$ cat config.mk
export PLATFORM = sky130hd
export DESIGN_NAME = cvxif_offload_ctrl_flat
export DESIGN_NICKNAME = d
export VERILOG_FILES = /design/src/rtl/cvxif_offload_ctrl_if.sv /design/src/rtl/cvxif_offload_ctrl.sv /design/src/flat_wrapper.sv
export SDC_FILE = /design/constraint.sdc
export NUM_CORES = 1
export LEC_CHECK = 0
export ABC_AREA = 0
export BUFFER_PORTS_ARGS = -buffer_cell sky130_fd_sc_hd__buf_2
export CORE_UTILIZATION = 51
export DETAILED_ROUTE_END_ITERATION = 10
export PLACE_DENSITY = 0.87
export SKIP_CTS_REPAIR_TIMING = 1
export SYNTH_ARGS = -nofsm -noshare
export SYNTH_HDL_FRONTEND = slang
export SYNTH_SLANG_ARGS = --single-unit
export TNS_END_PERCENT = 30
$ cat constraint.sdc
create_clock -name clk -period 8.75 [get_ports clk]
set_clock_uncertainty 0.1 [all_clocks]
set_input_delay 0.875 -clock clk [delete_from_list [all_inputs] [get_ports clk]]
set_output_delay 0.875 -clock clk [all_outputs]
set_load 0.01 [all_outputs]
$ cat src/rtl/cvxif_offload_ctrl_if.sv
// Bundle of the core-side request/completion handshake and the CV-X-IF
// issue/register/result channels driven by cvxif_offload_ctrl.
// The master modport is the offload sequencer; the slave modport is the
// side that plays the core and the coprocessor.
interface cvxif_offload_ctrl_if;
    // core request
    logic        req_valid;
    logic        req_ready;
    logic [31:0] req_instr;
    logic [31:0] req_rs0;
    logic [31:0] req_rs1;
    // core completion
    logic        cpl_valid;
    logic        cpl_ready;
    logic [1:0]  cpl_status;
    logic [31:0] cpl_data;
    // coprocessor issue
    logic        issue_valid;
    logic        issue_ready;
    logic [31:0] issue_req_instr;
    logic        issue_resp_accept;
    logic        issue_resp_writeback;
    logic [1:0]  issue_resp_register_read;
    // coprocessor register
    logic        register_valid;
    logic        register_ready;
    logic [31:0] register_rs0;
    logic [31:0] register_rs1;
    logic [1:0]  register_rs_valid;
    // coprocessor result
    logic        result_valid;
    logic        result_ready;
    logic [31:0] result_data;

    modport master (
        input  req_valid, req_instr, req_rs0, req_rs1,
        output req_ready,
        output cpl_valid, cpl_status, cpl_data,
        input  cpl_ready,
        output issue_valid, issue_req_instr,
        input  issue_ready, issue_resp_accept, issue_resp_writeback, issue_resp_register_read,
        output register_valid, register_rs0, register_rs1, register_rs_valid,
        input  register_ready,
        input  result_valid, result_data,
        output result_ready
    );

    modport slave (
        output req_valid, req_instr, req_rs0, req_rs1,
        input  req_ready,
        input  cpl_valid, cpl_status, cpl_data,
        output cpl_ready,
        input  issue_valid, issue_req_instr,
        output issue_ready, issue_resp_accept, issue_resp_writeback, issue_resp_register_read,
        input  register_valid, register_rs0, register_rs1, register_rs_valid,
        output register_ready,
        output result_valid, result_data,
        input  result_ready
    );
endinterface

$ cat src/rtl/cvxif_offload_ctrl.sv
// Core-side offload sequencer: accepts one request at a time, walks the
// CV-X-IF issue -> register -> result handshakes, and returns a single
// completion record. A per-state watchdog (TIMEOUT cycles, 0 = off) turns a
// stalled coprocessor into a timeout completion instead of a hung core.
module cvxif_offload_ctrl #(
    parameter int unsigned TIMEOUT = 1024
) (
    input  logic                 clk,
    input  logic                 rst,
    cvxif_offload_ctrl_if.master bus
);

    localparam bit          TIMEOUT_EN   = (TIMEOUT != 0);
    localparam logic [15:0] TIMEOUT_LAST = 16'(TIMEOUT - 1);

    localparam logic [1:0] ST_OK_WB   = 2'b00;
    localparam logic [1:0] ST_OK_NOWB = 2'b01;
    localparam logic [1:0] ST_REJECT  = 2'b10;
    localparam logic [1:0] ST_TIMEOUT = 2'b11;

    typedef enum logic [2:0] {
        IDLE,
        ISSUE,
        REG,
        WAIT_RES,
        CPL
    } state_t;

    state_t      state_reg;
    logic [15:0] count_reg;
    logic [31:0] instr_reg;
    logic [31:0] rs0_reg;
    logic [31:0] rs1_reg;
    logic [31:0] data_reg;
    logic [1:0]  status_reg;
    logic [1:0]  mask_reg;
    logic        wb_reg;
    logic        expired;

    // Last permitted waiting cycle of the current handshake state.
    assign expired = TIMEOUT_EN && (count_reg == TIMEOUT_LAST);

    // Handshake strobes come only from the state register so no input can
    // ever combinationally reach a valid/ready output.
    assign bus.req_ready         = (state_reg == IDLE);
    assign bus.issue_valid       = (state_reg == ISSUE);
    assign bus.register_valid    = (state_reg == REG);
    assign bus.result_ready      = (state_reg == WAIT_RES);
    assign bus.cpl_valid         = (state_reg == CPL);
    assign bus.issue_req_instr   = instr_reg;
    assign bus.register_rs0      = rs0_reg;
    assign bus.register_rs1      = rs1_reg;
    assign bus.register_rs_valid = mask_reg;
    assign bus.cpl_status        = status_reg;
    assign bus.cpl_data          = data_reg;

    // Sequencer: state, watchdog counter, latched request and completion.
    always_ff @(posedge clk or posedge rst) begin
        if (rst) begin
            state_reg  <= IDLE;
            count_reg  <= '0;
            instr_reg  <= '0;
            rs0_reg    <= '0;
            rs1_reg    <= '0;
            data_reg   <= '0;
            status_reg <= ST_OK_WB;
            mask_reg   <= '0;
            wb_reg     <= 1'b0;
        end else begin
            case (state_reg)
                IDLE: begin
                    if (bus.req_valid) begin
                        instr_reg <= bus.req_instr;
                        rs0_reg   <= bus.req_rs0;
                        rs1_reg   <= bus.req_rs1;
                        count_reg <= '0;
                        state_reg <= ISSUE;
                    end
                end

                ISSUE: begin
                    // Response fields are only meaningful in the handshake cycle.
                    if (bus.issue_ready) begin
                        count_reg <= '0;
                        if (!bus.issue_resp_accept) begin
                            status_reg <= ST_REJECT;
                            data_reg   <= '0;
                            state_reg  <= CPL;
                        end else begin
                            wb_reg   <= bus.issue_resp_writeback;
                            mask_reg <= bus.issue_resp_register_read;
                            if (bus.issue_resp_register_read != 2'b00) begin
                                state_reg <= REG;
                            end else if (bus.issue_resp_writeback) begin
                                state_reg <= WAIT_RES;
                            end else begin
                                status_reg <= ST_OK_NOWB;
                                data_reg   <= '0;
                                state_reg  <= CPL;
                            end
                        end
                    end else if (expired) begin
                        count_reg  <= '0;
                        status_reg <= ST_TIMEOUT;
                        data_reg   <= '0;
                        state_reg  <= CPL;
                    end else begin
                        count_reg <= count_reg + 16'd1;
                    end
                end

                REG: begin
                    if (bus.register_ready) begin
                        count_reg <= '0;
                        if (wb_reg) begin
                            state_reg <= WAIT_RES;
                        end else begin
                            status_reg <= ST_OK_NOWB;
                            data_reg   <= '0;
                            state_reg  <= CPL;
                        end
                    end else if (expired) begin
                        count_reg  <= '0;
                        status_reg <= ST_TIMEOUT;
                        data_reg   <= '0;
                        state_reg  <= CPL;
                    end else begin
                        count_reg <= count_reg + 16'd1;
                    end
                end

                WAIT_RES: begin
                    if (bus.result_valid) begin
                        count_reg  <= '0;
                        status_reg <= ST_OK_WB;
                        data_reg   <= bus.result_data;
                        state_reg  <= CPL;
                    end else if (expired) begin
                        count_reg  <= '0;
                        status_reg <= ST_TIMEOUT;
                        data_reg   <= '0;
                        state_reg  <= CPL;
                    end else begin
                        count_reg <= count_reg + 16'd1;
                    end
                end

                CPL: begin
                    if (bus.cpl_ready) begin
                        count_reg <= '0;
                        state_reg <= IDLE;
                    end
                end

                default: begin
                    count_reg <= '0;
                    state_reg <= IDLE;
                end
            endcase
        end
    end

endmodule

$ cat src/flat_wrapper.sv
// flat-port wrapper written by rule: the top's interface ports become plain ports
module cvxif_offload_ctrl_flat 
#(
    parameter int unsigned TIMEOUT = 1024
)
  (clk, rst, bus_req_valid, bus_req_instr, bus_req_rs0, bus_req_rs1, bus_req_ready, bus_cpl_valid, bus_cpl_status, bus_cpl_data, bus_cpl_ready, bus_issue_valid, bus_issue_req_instr, bus_issue_ready, bus_issue_resp_accept, bus_issue_resp_writeback, bus_issue_resp_register_read, bus_register_valid, bus_register_rs0, bus_register_rs1, bus_register_rs_valid, bus_register_ready, bus_result_valid, bus_result_data, bus_result_ready);
  cvxif_offload_ctrl_if bus_i ();
  input  logic clk;
  input  logic rst;
  input wire logic [$bits(bus_i.req_valid)-1:0] bus_req_valid;
  input wire logic [$bits(bus_i.req_instr)-1:0] bus_req_instr;
  input wire logic [$bits(bus_i.req_rs0)-1:0] bus_req_rs0;
  input wire logic [$bits(bus_i.req_rs1)-1:0] bus_req_rs1;
  output wire logic [$bits(bus_i.req_ready)-1:0] bus_req_ready;
  output wire logic [$bits(bus_i.cpl_valid)-1:0] bus_cpl_valid;
  output wire logic [$bits(bus_i.cpl_status)-1:0] bus_cpl_status;
  output wire logic [$bits(bus_i.cpl_data)-1:0] bus_cpl_data;
  input wire logic [$bits(bus_i.cpl_ready)-1:0] bus_cpl_ready;
  output wire logic [$bits(bus_i.issue_valid)-1:0] bus_issue_valid;
  output wire logic [$bits(bus_i.issue_req_instr)-1:0] bus_issue_req_instr;
  input wire logic [$bits(bus_i.issue_ready)-1:0] bus_issue_ready;
  input wire logic [$bits(bus_i.issue_resp_accept)-1:0] bus_issue_resp_accept;
  input wire logic [$bits(bus_i.issue_resp_writeback)-1:0] bus_issue_resp_writeback;
  input wire logic [$bits(bus_i.issue_resp_register_read)-1:0] bus_issue_resp_register_read;
  output wire logic [$bits(bus_i.register_valid)-1:0] bus_register_valid;
  output wire logic [$bits(bus_i.register_rs0)-1:0] bus_register_rs0;
  output wire logic [$bits(bus_i.register_rs1)-1:0] bus_register_rs1;
  output wire logic [$bits(bus_i.register_rs_valid)-1:0] bus_register_rs_valid;
  input wire logic [$bits(bus_i.register_ready)-1:0] bus_register_ready;
  input wire logic [$bits(bus_i.result_valid)-1:0] bus_result_valid;
  input wire logic [$bits(bus_i.result_data)-1:0] bus_result_data;
  output wire logic [$bits(bus_i.result_ready)-1:0] bus_result_ready;
  assign bus_i.req_valid = bus_req_valid;
  assign bus_i.req_instr = bus_req_instr;
  assign bus_i.req_rs0 = bus_req_rs0;
  assign bus_i.req_rs1 = bus_req_rs1;
  assign bus_req_ready = bus_i.req_ready;
  assign bus_cpl_valid = bus_i.cpl_valid;
  assign bus_cpl_status = bus_i.cpl_status;
  assign bus_cpl_data = bus_i.cpl_data;
  assign bus_i.cpl_ready = bus_cpl_ready;
  assign bus_issue_valid = bus_i.issue_valid;
  assign bus_issue_req_instr = bus_i.issue_req_instr;
  assign bus_i.issue_ready = bus_issue_ready;
  assign bus_i.issue_resp_accept = bus_issue_resp_accept;
  assign bus_i.issue_resp_writeback = bus_issue_resp_writeback;
  assign bus_i.issue_resp_register_read = bus_issue_resp_register_read;
  assign bus_register_valid = bus_i.register_valid;
  assign bus_register_rs0 = bus_i.register_rs0;
  assign bus_register_rs1 = bus_i.register_rs1;
  assign bus_register_rs_valid = bus_i.register_rs_valid;
  assign bus_i.register_ready = bus_register_ready;
  assign bus_i.result_valid = bus_result_valid;
  assign bus_i.result_data = bus_result_data;
  assign bus_result_ready = bus_i.result_ready;
  cvxif_offload_ctrl #(.TIMEOUT(TIMEOUT)) u_core (.clk(clk), .rst(rst), .bus(bus_i));
endmodule
==> out/results.tsv <==
stage	metric	value	unit
outcome	outcome	finished with violations	
outcome	violations	DRC	
sta	finalMaxSlewViolations	0	
synth	synth.cell_area	6110	um2
die	start_util	0.529	
synth	seq_area_frac_synth	0.622	
die	die_h	111	um
synth	synth.area.top_cells	dfrtp_1 62%, mux2_2 18%, a22o_1 4.9%	
clock_tree	cts.path.max_buffers	2	
drt	drt-initial-drc-count	317	
global_route	grt_first_pass_wirelength	25.0	mm
synth	yosysWarnings	0	
die	die_x	111	um
global_route	grt_max_degree	97	
sta	hold_viol	0	
drt	avgRoutedWirePerCell	18.2	um
sta	setup_slack	6.12	ns
die	die_area	12400	um2
global_route	grtUsageTotal	0.263	
layout	layout_common_cells	275 x buf_2, 152 x dfrtp_1, 99 x mux2_2, 34 x a22o_1, 19 x nand2_1	
worst_setup_path	r2r_cells	3	
power_and_ir_drop	peakVddDrop	0.171	mV
synth	synth_edf_count	0	
place	place_ws	5.84	ns
synth	synth.ff_latch_count	152	
layout	post-route-util	0.705	
synth	ys.flop_type	dfrtp_1	
job	drv_cap	0	
die	rows	39	
power_and_ir_drop	power_density	365	nW/um2
die	core_area	11600	um2
worst_setup_path	rrSetupSlack	6.12	ns
drt	drc_errors	20	
min_path	hold_depth	1	
worst_setup_path	r2r-start	u_core.state_reg[2]$_DFFE_PP0P_	
sta	max_freq	380	MHz
power_and_ir_drop	leakage	4.08	nW
worst_setup_path	worstPathRequired	8.95	ns
power_and_ir_drop	power	2.98	mW
sta	setup_violations	0	
layout	num_antenna_cells	0	
worst_setup_path	crit_type	reg2reg	
drt	dr.pass1.iters	7	
synth	yosysTopAreaCell	dfrtp_1	
sta	period_share	0.301	
worst_setup_path	cp_max_fo	96	
drt	totalWireLength	15.8	mm
min_path	min_to	u_core.bus.register_rs1[5]$_DFFE_PP0P_	
drt	vias	4649	
drt	vias_per_cell	5.37	
layout	drive_above_1_share	0.578	
layout	layoutNonFillerInstCount	865	
clock_tree	numCtsBuffers	17	
global_route	antenna_found_initial	0	
sta	rsz0062_at_grt	false	
worst_setup_path	r2r-end	u_core.bus.register_rs0[20]$_DFFE_PP0P_	
layout	nNetsFinal	849	
worst_setup_path	cp-start-kind	register	
min_path	hold_start	u_core.bus.register_rs1[5]$_DFFE_PP0P_	
synth	netlist.area_leader.share	0.622	
synth	syn_nets	578	
clock_tree	cts_sinks	152	
sta	fin_crit	2.63	ns
global_route	grt_pass1_vias	4898	
clock_tree	insertion_delay	0.42	ns
worst_setup_path	arrival	2.83	ns
clock_tree	clk_pin_slew	0.06	ns
die	ioPinCount	276	
place	portBuffers	275	
sta	tns	0	ns
global_route	gr-total-overflow	0	
layout	syn2layout_area_growth	33.4	%
sta	slew_headroom	0.142	
place	place_hpwl	11.4	mm
synth	avgSynthCellArea	14.0	um2
synth	synthArstFlopShare	1.00	
clock_tree	h-tree-depth	4	
synth	synthCells	438	
place	gp_congestion	0.904	
drt	ant_nets	0	
clock_tree	cts_tree	yes	
worst_setup_path	critPathCaptureType	register	
sta	tightest_slew	1.29	ns
min_path	hold_path.class	reg2reg	
place	placed_cells	833	
clock_tree	cts-root-buf	clkbuf_16	
layout	final_common_cell	buf_2	
synth	synth_cell_types	51	
[stage by stage]
step / hold slack [ns] / cell area [um2]
after global placement: 0.377 / 7540
after global routing: 0.408 / 8150
after CTS: 0.397 / 8150
after detailed placement: 0.377 / 7540
after floorplan: 0.366 / 6110
final: 0.399 / 8150
[synth_stat cells (2+ instances only)]
cell	instances
nor3_1	8
nand2_1	19
mux2_2	99
or2_2	2
a21oi_1	9
mux2i_1	2
a21o_1	5
inv_1	8
o21ai_0	12
and2_1	3
clkbuf_1	4
o21a_1	2
or3_1	2
buf_2	11
nand4_1	2
a22o_1	34
nor2_1	12
nor4b_1	2
nand3_1	6
nand2b_1	2
nor2b_1	2
buf_4	4
dfrtp_1	152
buf_6	3
o22ai_1	2
and3_1	2
a31oi_1	5
[kinds of logic (layout without fill, tap and decap cells)]
logic type,count (synthesis),after routing,synth area share
buf+inv,32,316,0.0282
compound gates,78,78,0.0940
flops,152,152,0.622
fa+ha+maj,1,1,0.00205
mux,101,101,0.186
simple gates,74,74,0.0678
[worst max-delay path, stage by stage, from the launching register on]
cell and delay [ns]:
dfrtp_1 0.51, nor3_1 0.38, and2_4 0.98, mux2_2 0.44
[cell type report]
| type | instances | area (um2) |
|---|---|---|
| Inverter | 8 | 35.0 |
| Clock inverter | 9 | 114 |
| Clock buffer | 23 | 498 |
| Sequential cell | 152 | 3800 |
| Fill cell | 775 | 3410 |
| Multi-Input combinational cell | 254 | 2140 |
| Tap cell | 143 | 179 |
| Timing Repair Buffer | 276 | 1380 |
[worst max-delay path by stage]
stage	start	end	slack, ns
after floorplan	rst	u_core.bus.cpl_data[0]$_DFFE_PP0P_	3.68
after global placement	bus_register_ready	u_core.state_reg[2]$_DFFE_PP0P_	6.00
after detailed placement	bus_register_ready	u_core.state_reg[2]$_DFFE_PP0P_	5.84
after CTS	u_core.state_reg[2]$_DFFE_PP0P_	bus_issue_valid	6.13
after global routing	u_core.state_reg[2]$_DFFE_PP0P_	u_core.state_reg[2]$_DFFE_PP0P_	5.83
final	u_core.state_reg[2]$_DFFE_PP0P_	u_core.bus.register_rs0[20]$_DFFE_PP0P_	6.12
[power by group]
group          switching [mW]  internal, mW
registers               0.165         0.998
logic                   0.540         0.535
clock network           0.281         0.459
[layer usage]
metal | track usage | share of wire | vias to the layer above
li1 | - | - | 2136
met1 | 0.288 | 0.38 | 2269
met2 | 0.468 | 0.52 | 203
met3 | 0.0833 | 0.067 | 41
met4 | 0.115 | 0.030 | 0
met5 | 0 | 0 | -
No activity file was read; power rests on OpenSTA's default activity.
